## config.mk

```make
export PLATFORM = sky130hd
export DESIGN_NAME = core_lsu
export DESIGN_NICKNAME = d
export VERILOG_FILES = /design/src/rtl/core_lsu_pkg.sv /design/src/rtl/core_lsu_fifo.sv /design/src/rtl/core_lsu.sv
export SDC_FILE = /design/constraint.sdc
export NUM_CORES = 1
export LEC_CHECK = 0
export ABC_AREA = 1
export CAP_MARGIN = 20
export CORE_ASPECT_RATIO = 1.2
export CORE_MARGIN = 2
export CORE_UTILIZATION = 44
export CTS_BUF_LIST = sky130_fd_sc_hd__clkbuf_4 sky130_fd_sc_hd__clkbuf_8 sky130_fd_sc_hd__clkbuf_16
export DETAILED_ROUTE_END_ITERATION = 7
export GPL_TIMING_DRIVEN = 0
export PLACE_DENSITY = 0.87
export SYNTH_ARGS = -nofsm -noshare
export SYNTH_HDL_FRONTEND = slang
export SYNTH_SLANG_ARGS = --single-unit
```

## constraint.sdc

```tcl
create_clock -name clk -period 4.2 [get_ports clk]
set_input_delay 0.84 -clock clk [delete_from_list [all_inputs] [get_ports clk]]
set_output_delay 0.84 -clock clk [all_outputs]
set_load 0.05 [all_outputs]
```

## src/rtl/core_lsu_pkg.sv

```systemverilog
// Shared definitions for the load/store unit.
//   - default bus/address/register widths
//   - access size encodings
//   - alignment check and load-data formatting helpers
package core_lsu_pkg;

  localparam int LSU_DATA_WIDTH     = 32;
  localparam int LSU_MEM_ADDR_WIDTH = 16;
  localparam int LSU_REG_ADDR_WIDTH = 5;

  typedef enum logic [1:0] {
    SIZE_BYTE = 2'd0,
    SIZE_HALF = 2'd1,
    SIZE_WORD = 2'd2
  } lsu_size_e;

  // Size code 3 is handled like a word everywhere in the unit.
  function automatic logic is_aligned(input logic [1:0] size, input logic [1:0] off);
    logic ok;
    case (size)
      SIZE_BYTE: ok = 1'b1;
      SIZE_HALF: ok = ~off[0];
      default:   ok = (off == 2'b00);
    endcase
    return ok;
  endfunction

  // Move the addressed lane down to bit 0, then trim to the access size
  // and extend according to the signedness of the load.
  function automatic logic [31:0] format_load(input logic [31:0] rdata,
                                              input logic [1:0]  off,
                                              input logic [1:0]  size,
                                              input logic        uns);
    logic [31:0] sh;
    logic [31:0] res;
    sh = rdata >> {off, 3'b000};
    case (size)
      SIZE_BYTE: res = uns ? {24'b0, sh[7:0]}  : {{24{sh[7]}}, sh[7:0]};
      SIZE_HALF: res = uns ? {16'b0, sh[15:0]} : {{16{sh[15]}}, sh[15:0]};
      default:   res = sh;
    endcase
    return res;
  endfunction

endpackage

```

## src/rtl/core_lsu_fifo.sv

```systemverilog
// Synchronous FIFO holding metadata of loads that were granted but whose
// data has not yet returned.
//   clk, rst_n      clock, async active-low reset (empties the FIFO)
//   push, wdata     write an entry; accepted when not full or when a pop
//                   happens in the same cycle
//   pop, rdata      rdata shows the head; pop removes it when non-empty
//   full, empty     occupancy flags
//   count           number of stored entries
module core_lsu_fifo #(
  parameter int WIDTH = 8,
  parameter int DEPTH = 2,
  parameter int CNT_W = $clog2(DEPTH + 1)
) (
  input  logic             clk,
  input  logic             rst_n,
  input  logic             push,
  input  logic [WIDTH-1:0] wdata,
  input  logic             pop,
  output logic [WIDTH-1:0] rdata,
  output logic             full,
  output logic             empty,
  output logic [CNT_W-1:0] count
);

  localparam int PTR_W = (DEPTH > 1) ? $clog2(DEPTH) : 1;

  logic [WIDTH-1:0] mem [DEPTH];
  logic [PTR_W-1:0] wr_ptr, rd_ptr;
  logic             wr_en, rd_en;

  function automatic logic [PTR_W-1:0] next_ptr(input logic [PTR_W-1:0] p);
    return (p == PTR_W'(DEPTH - 1)) ? '0 : p + PTR_W'(1);
  endfunction

  assign full  = (count == CNT_W'(DEPTH));
  assign empty = (count == '0);
  assign rd_en = pop & ~empty;
  // A same-cycle pop frees the slot the push is about to use.
  assign wr_en = push & (~full | rd_en);
  assign rdata = mem[rd_ptr];

  always_ff @(posedge clk) begin
    if (wr_en) mem[wr_ptr] <= wdata;
  end

  always_ff @(posedge clk or negedge rst_n) begin
    if (!rst_n) begin
      wr_ptr <= '0;
      rd_ptr <= '0;
      count  <= '0;
    end else begin
      if (wr_en) wr_ptr <= next_ptr(wr_ptr);
      if (rd_en) rd_ptr <= next_ptr(rd_ptr);
      case ({wr_en, rd_en})
        2'b10:   count <= count + CNT_W'(1);
        2'b01:   count <= count - CNT_W'(1);
        default: count <= count;
      endcase
    end
  end

endmodule

```

## src/rtl/core_lsu.sv

```systemverilog
// Memory-stage load/store unit driving a req/gnt/rvalid data interface.
//   m_*                 access request from the memory stage
//   stall_general_i     global freeze; blocks new requests only
//   data_*              data-memory interface (word-aligned address,
//                       byte enables, lane-replicated store data)
//   stall_o             hold the memory stage (waiting for grant or slot)
//   w_load_*            registered writeback of returned load data
//   misaligned_o        misaligned access presented this cycle
//   protocol_err_o      sticky: rvalid arrived with no load outstanding
module core_lsu
  import core_lsu_pkg::*;
#(
  parameter int DATA_WIDTH      = LSU_DATA_WIDTH,
  parameter int ADDR_WIDTH      = LSU_MEM_ADDR_WIDTH,
  parameter int REG_ADDR_WIDTH  = LSU_REG_ADDR_WIDTH,
  parameter int MAX_OUTSTANDING = 2
) (
  input  logic                      clk,
  input  logic                      rst_n,
  input  logic                      m_data_rd_i,
  input  logic                      m_data_wr_i,
  input  logic [DATA_WIDTH-1:0]     m_data_addr_i,
  input  logic [DATA_WIDTH-1:0]     m_wdata_i,
  input  logic [1:0]                m_size_i,
  input  logic                      m_unsigned_i,
  input  logic [REG_ADDR_WIDTH-1:0] m_regfile_waddr_i,
  input  logic                      m_FP_OP_i,
  input  logic                      stall_general_i,
  output logic                      data_req_o,
  input  logic                      data_gnt_i,
  output logic                      data_wr_o,
  output logic [ADDR_WIDTH-1:0]     data_addr_o,
  output logic [3:0]                data_be_o,
  output logic [DATA_WIDTH-1:0]     data_wdata_o,
  input  logic [DATA_WIDTH-1:0]     data_rdata_i,
  input  logic                      data_rvalid_i,
  output logic                      stall_o,
  output logic                      w_load_valid_o,
  output logic [REG_ADDR_WIDTH-1:0] w_load_waddr_o,
  output logic [DATA_WIDTH-1:0]     w_load_data_o,
  output logic                      w_load_fp_o,
  output logic                      misaligned_o,
  output logic                      protocol_err_o
);

  // metadata entry: {waddr, offset[1:0], size[1:0], unsigned, fp}
  localparam int META_W = REG_ADDR_WIDTH + 6;
  localparam int CNT_W  = $clog2(MAX_OUTSTANDING + 1);

  logic              access, aligned, is_load, limit_block;
  logic              push, pop;
  logic              fifo_full, fifo_empty;
  logic [CNT_W-1:0]  fifo_count;
  logic [META_W-1:0] push_meta, head_meta;
  logic              unused_bits;

  assign access  = m_data_rd_i | m_data_wr_i;
  assign is_load = m_data_rd_i & ~m_data_wr_i;
  assign aligned = is_aligned(m_size_i, m_data_addr_i[1:0]);

  // A full FIFO only blocks a load when no return frees a slot this cycle.
  assign limit_block = m_data_rd_i & fifo_full & ~data_rvalid_i;

  assign data_req_o   = access & aligned & ~stall_general_i & ~limit_block;
  assign stall_o      = (data_req_o & ~data_gnt_i) |
                        (access & aligned & limit_block & ~stall_general_i);
  assign misaligned_o = access & ~aligned;

  assign data_wr_o   = m_data_wr_i;
  assign data_addr_o = {m_data_addr_i[ADDR_WIDTH-1:2], 2'b00};

  always_comb begin
    data_be_o    = 4'b1111;
    data_wdata_o = m_wdata_i;
    case (m_size_i)
      SIZE_BYTE: begin
        data_be_o    = 4'b0001 << m_data_addr_i[1:0];
        data_wdata_o = {4{m_wdata_i[7:0]}};
      end
      SIZE_HALF: begin
        data_be_o    = m_data_addr_i[1] ? 4'b1100 : 4'b0011;
        data_wdata_o = {2{m_wdata_i[15:0]}};
      end
      default: ;
    endcase
  end

  assign push      = data_req_o & data_gnt_i & is_load;
  assign pop       = data_rvalid_i & ~fifo_empty;
  assign push_meta = {m_regfile_waddr_i, m_data_addr_i[1:0], m_size_i,
                      m_unsigned_i, m_FP_OP_i};

  core_lsu_fifo #(
    .WIDTH (META_W),
    .DEPTH (MAX_OUTSTANDING),
    .CNT_W (CNT_W)
  ) u_fifo (
    .clk   (clk),
    .rst_n (rst_n),
    .push  (push),
    .wdata (push_meta),
    .pop   (pop),
    .rdata (head_meta),
    .full  (fifo_full),
    .empty (fifo_empty),
    .count (fifo_count)
  );

  // Upper byte-address bits lie outside the data memory; count is only
  // informative here since full/empty carry the decisions.
  assign unused_bits = ^{fifo_count, m_data_addr_i[DATA_WIDTH-1:ADDR_WIDTH]};

  always_ff @(posedge clk or negedge rst_n) begin
    if (!rst_n) begin
      w_load_valid_o <= 1'b0;
      w_load_waddr_o <= '0;
      w_load_data_o  <= '0;
      w_load_fp_o    <= 1'b0;
      protocol_err_o <= 1'b0;
    end else begin
      w_load_valid_o <= pop;
      if (pop) begin
        w_load_waddr_o <= head_meta[META_W-1:6];
        w_load_data_o  <= format_load(data_rdata_i, head_meta[5:4],
                                      head_meta[3:2], head_meta[1]);
        w_load_fp_o    <= head_meta[0];
      end
      if (data_rvalid_i & fifo_empty) protocol_err_o <= 1'b1;
    end
  end

endmodule

```

# ---- Word-level counts from Yosys, hierarchy flattened
# Memories as Yosys holds them, arrays and structs flattened.
# Cells that the tools add are included.
dict set report totals {
  ff_bits 44
  elab_cells 65
  out_inout_bits 96
  n_memories 1
  ramBits 22
}
# name depth width read_ports rd_ports_with_merged_regs wr line
set memory_table {}
lappend memory_table {u_fifo.mem 2 11 1 0 1 core_lsu_fifo.sv:27} ;# logic [WIDTH-1:0] mem [DEPTH];
dict set report op_classes {
  mux 12
  reduce_logical 5
  bitwise 28
  shifts 2
  n_eq_ne 5
  addsub 4
}
# operator n
set op_table {}
lappend op_table {{32-bit one-hot mux with 2 select lines} 2}
lappend op_table {{32-bit two-way mux} 2}
lappend op_table {{32-bit by 5-bit >> shifter with 32-bit output} 1}
lappend op_table {{1-bit bitwise AND} 16}
lappend op_table {{1-bit NOT} 9}
lappend op_table {{2-bit zero test} 4}
lappend op_table {{4-bit one-hot mux with 2 select lines} 1}
lappend op_table {{2-bit by 1-bit == test with 1-bit output, second input constant} 3}
lappend op_table {{2-bit == test, second input constant} 2}
lappend op_table {{1-bit two-way mux} 4}
lappend op_table {{4-bit two-way mux} 1}
lappend op_table {{2-bit one-hot mux with 2 select lines} 1}
lappend op_table {{1-bit by 2-bit left shift with 4-bit output, first input constant} 1}
lappend op_table {{1-bit bitwise OR} 3}
lappend op_table {{1-bit adder, second input constant} 2}
lappend op_table {{2-bit by 1-bit adder with 2-bit output, second input constant} 1}
lappend op_table {{1-bit one-hot mux with 2 select lines} 1}
lappend op_table {{2-bit nonzero test} 1}
lappend op_table {{2-bit by 1-bit subtractor with 2-bit output, second input constant} 1}

# ---- Longest topological paths before layout
dict set report depth {
  word_depth 10
  ltp_mapped 12
  ltp_nobuf 10
}

# ---- Hierarchy
# From an unflattened synthesis, not the netlist that was laid out.
dict set report unflattened {
  cells_unflattened 550
  hier_area_um2 4096.4
}
# mod cells_per_inst area_per_inst_um2 instances
set modules_own_cells {}
lappend modules_own_cells {core_lsu 461 3062.9 1}
lappend modules_own_cells {core_lsu_fifo 89 1033.5 1}

# ---- Worst setup path before layout
# OpenSTA, ideal clock, no wires.
dict set report synth_timing {
  kind {input to output}
  start {input port m_size_i[1]}
  end {output port data_wdata_o[10]}
  path_buffers 2
  path_stages 6
  arrival_ps 2549
  path_slack_ps 811
  path_cell_list {buf_2 inv_1 nand2_1 inv_1 clkbuf_1 o21ai_0}
}
dict set report synth_between {
  elab_chain_len 2
  word_cells_on_any_way 3
}
# item line
set synth_lines {}
lappend synth_lines {{start: declaration} core_lsu.sv:24} ;# input logic [1:0] m_size_i,
lappend synth_lines {{2-bit by 1-bit == test with 1-bit output or 2-bit zero test (tied branches)} core_lsu.sv:75} ;# case (m_size_i)
lappend synth_lines {{32-bit one-hot mux with 2 select lines (*)} core_lsu.sv:75}
lappend synth_lines {{end: declaration} core_lsu.sv:34} ;# output logic [DATA_WIDTH-1:0] data_wdata_o,
# Mark *: on every way between the ends. The rest lies on a longest branch, timed or not.

# ---- Worst setup path in the final report
dict set report layout_timing {
  start {input port m_size_i[1]}
  end {output port data_wdata_o[24]}
}
# Same word-level chain as after synthesis.

==> impl_summary.log <==
INFO  metric result_of_the_run = finished clean
INFO  metric maxCapViolCount = 0
INFO  metric initial_utilization = 45.6%
INFO  metric vias = between 4000 and 5000
INFO  metric final.setup.tns = 0 ns
INFO  metric timing.critical_path.required = roughly 3.4 ns
INFO  metric final_worst_clock_skew = between 0.009 and 0.01 ns
INFO  metric antenna_cells = 0
INFO  metric die_area = 0.0102 mm^2
INFO  metric timing.hold.worst.class = in2async
INFO  metric tritoncts.num_buffers = 9
INFO  metric cts_tree = built
INFO  metric first_global_vias = roughly 4400
INFO  metric post-place-ws = approximately 0.017 ns
INFO  metric synth_compound_gate_area_share = 7.25%
INFO  metric antenna_violations_before_repair = 0
INFO  metric synthDominantAreaCellType = dfrtp_1
INFO  metric dieHeight = 110 um
INFO  metric setup_viol = 0
INFO  metric cts_root_buffer = clkbuf_8
INFO  metric synth_cells = ~550
INFO  metric crit_type = in2out
INFO  metric dpl-instance-area = between 0.006 and 0.007 mm^2
INFO  metric yosys.area_share.adder = 0.302%
INFO  metric rows = 38
INFO  metric netlist_top_cells_area = dfrtp_1 27%, nand2_1 16%, edfxtp_1 16%
INFO  metric gr-total-overflow = 0
INFO  metric clock_sink_total = 66
INFO  metric asyncSetResetFlopFracSynth = about two thirds
INFO  metric cts_max_path_buffers = 2
INFO  metric die-width = 92.6 um
INFO  metric post_synth_most_frequent_cells = 181 x nand2_1, 51 x inv_1, 51 x nand3_1
INFO  metric post_synth_and_or_nand_nor_area_fraction = between 30% and 40%
INFO  metric core_region_area = a little over 0.009 mm^2
INFO  metric global_route_wire_length_before_repair = around 21000 um
INFO  metric leak_pwr = 3.10 nW
INFO  metric clock_tree.htree_level_count = 3
INFO  metric setup_ws = ~0.34 ns
INFO  metric route.detailed.wl_per_inst = approximately 16 um
INFO  metric synth_seq_cells = 66
INFO  metric synthMuxAreaShare = 0%
INFO  metric drt_pass1_iterations = 5
INFO  metric rrSetupSlack = around 2 ns
INFO  metric worst_slew_pin_slew = 0.953 ns
INFO  metric timing.critical_path.to_type = output port
INFO  metric fin_util = roughly 69%
INFO  metric io_buffers = ~180
INFO  metric post_route_cells_drive_above_1_share = approximately 14%
INFO  metric cp_data_arrival_time = about 3.0 ns
INFO  metric timing.max_slew.rel_slack = between 30 and 40%
INFO  metric syn-mean-instance-area = 7.60 um^2
INFO  metric final_instance_area = ~0.0063 mm^2
INFO  metric synth-edff-count = 22
INFO  metric yosys_warnings = 0
INFO  metric detail_route.drc_violations = 0
INFO  metric post-route-min-period = around 3.9 ns
INFO  metric synth.cell_area = slightly above 0.004 mm^2
INFO  metric yosys.area_share.xor_xnor = less than 1%
INFO  metric i_o_pin_total = 208
INFO  metric maximum_number_of_pins_on_one_net_before_global_route_repair = 27
INFO  metric post-cts-setup-buffers = 0
INFO  metric report.final.slew_viol_count = 0
INFO  metric grtUsageTotal = 27.4%
INFO  metric fin_nets = 846
INFO  metric critical_path.max_fanout = 9
INFO  metric peakVddDrop = 302 uV
INFO  metric yosys.cell_count.top_type = nand2_1
INFO  metric areaGrowthSynthToFinish = 52.4%
INFO  metric viasPerCell = 5.02
INFO  metric detailed_place_hpwl = 11000 um
INFO  metric timing.rr.end = u_fifo.count[1]$_DFFE_PN0P_
INFO  metric reg_to_reg_start = u_fifo.count[0]$_DFFE_PN0P_
INFO  metric rsz0062_at_grt = false
INFO  metric synth_top_flop_cell = dfrtp_1
INFO  metric timing.critical_path.from_type = primary input
INFO  metric routed_wirelength = ~14000 um
INFO  metric worst_r2r_path_depth = 8
INFO  metric detail_route.iter0.violations = between 150 and 200
INFO  metric min_period_over_period = 91.8%
INFO  metric gpl.final_weighted_congestion = 0.934
INFO  metric max_freq = ~0.26 GHz
INFO  metric power.density_cell_area = 649 mW/mm^2
INFO  metric yosysSeqAreaShare = between 40% and 50%
INFO  metric clk_pin_slew = 0.07 ns
INFO  metric synth.distinct_cells = 30
INFO  metric synth_top_family_by_area = simple AND/OR/NAND/NOR gates
INFO  metric insertion_delay = ~0.34 ns
INFO  metric drt.antenna.violating_nets = 0
INFO  metric netlist.area_leader.share = 26.6%
INFO  metric hold_viol = 0
==> repair_timing <==
item                                    CTS  global route
hold endpoints to repair                  0             0
hold buffers                              0             0
gates resized for setup                   0            12
endpoints found under the setup margin    0            12
==> worst max path at each step <==
stage,from,endpoint,cells past startpoint
2_1_floorplan,m_size_i[1],data_wdata_o[10],6
3_3_place_gp,m_size_i[1],data_wdata_o[25],9
3_5_place_dp,m_size_i[1],data_wdata_o[13],9
4_1_cts,m_size_i[1],data_wdata_o[13],9
5_1_grt,m_size_i[1],data_wdata_o[29],9
6_report,m_size_i[1],data_wdata_o[24],8
==> state kept, by name (all words and copies together) (netlist names) <==
register,flops
u_fifo.count,2
w_load_data_o,32
protocol_err_o,1
w_load_valid_o,1
u_fifo.wr_ptr,1
w_load_fp_o,1
u_fifo.rd_ptr,1
w_load_waddr_o,5
u_fifo.mem,22
==> routing by layer <==
metal	global-route usage, %	vias up	wire, um
met5	0	-	0
met4	9.81	0	444
met3	5.51	37	1010
met1	31.1	1980	5300
met2	51.0	207	7010
li1	-	2086	-
==> kinds of logic (layout without fill, tap and decap cells) <==
logic type	Yosys count	count (layout)
buffers and inverters	103	295
adders and majority gates	1	1
xor gates and xnor gates	3	3
DFF	66	66
other	1	2
and+or+nand+nor	320	320
AOI/OAI and AO/OA	51	51
==> power by group <==
part           switching (W)  total, W  internal, W
sequential          0.000120  0.000994     0.000874
clock               0.000242  0.000587     0.000345
combinational        0.00165   0.00251     0.000860
==> layout by cell type, fill, tap and decap left out, types with 6 or more instances in the layout <==
master	count
nand3_1	51
edfxtp_1	22
inv_1	51
buf_4	28
or2_2	16
clkbuf_1	6
nand2_4	7
a21oi_1	10
o211ai_1	11
buf_2	12
o21ai_0	18
nand3_2	11
clkbuf_8	10
nor2_1	44
dlymetal6s2s_1	12
nand2_1	181
dfrtp_1	44
clkdlybuf4s50_1	162
a31oi_1	11
==> layout make-up <==
type / instances / area [um^2]
clock buffer: 10 / 138
fill: 736 / 2770
sequential: 66 / 1760
buffer: 50 / 348
clock inverter: 6 / 80.1
inverter: 53 / 209
tap: 120 / 150
timing repair buffer: 176 / 1800
multi-input combinational: 377 / 1830
==> critical path: stages <==
cell and delay (ns):
clkdlybuf4s50_1 0.44, buf_2 0.20, inv_1 0.14, nand2_1 0.14
inv_1 0.17, nand2_1 0.11, o211ai_1 0.12, clkdlybuf4s50_1 0.85
==> metrics by stage <==
step,power [W],cells,hold WS (ns)
2_1_floorplan,0.00270,546,0.496
3_3_place_gp,0.00346,841,0.462
3_5_place_dp,0.00351,842,0.462
4_1_cts,0.00411,858,0.442
5_1_grt,0.00433,858,0.463
6_report,0.00409,858,0.443
(Power assumes the default switching activity.)
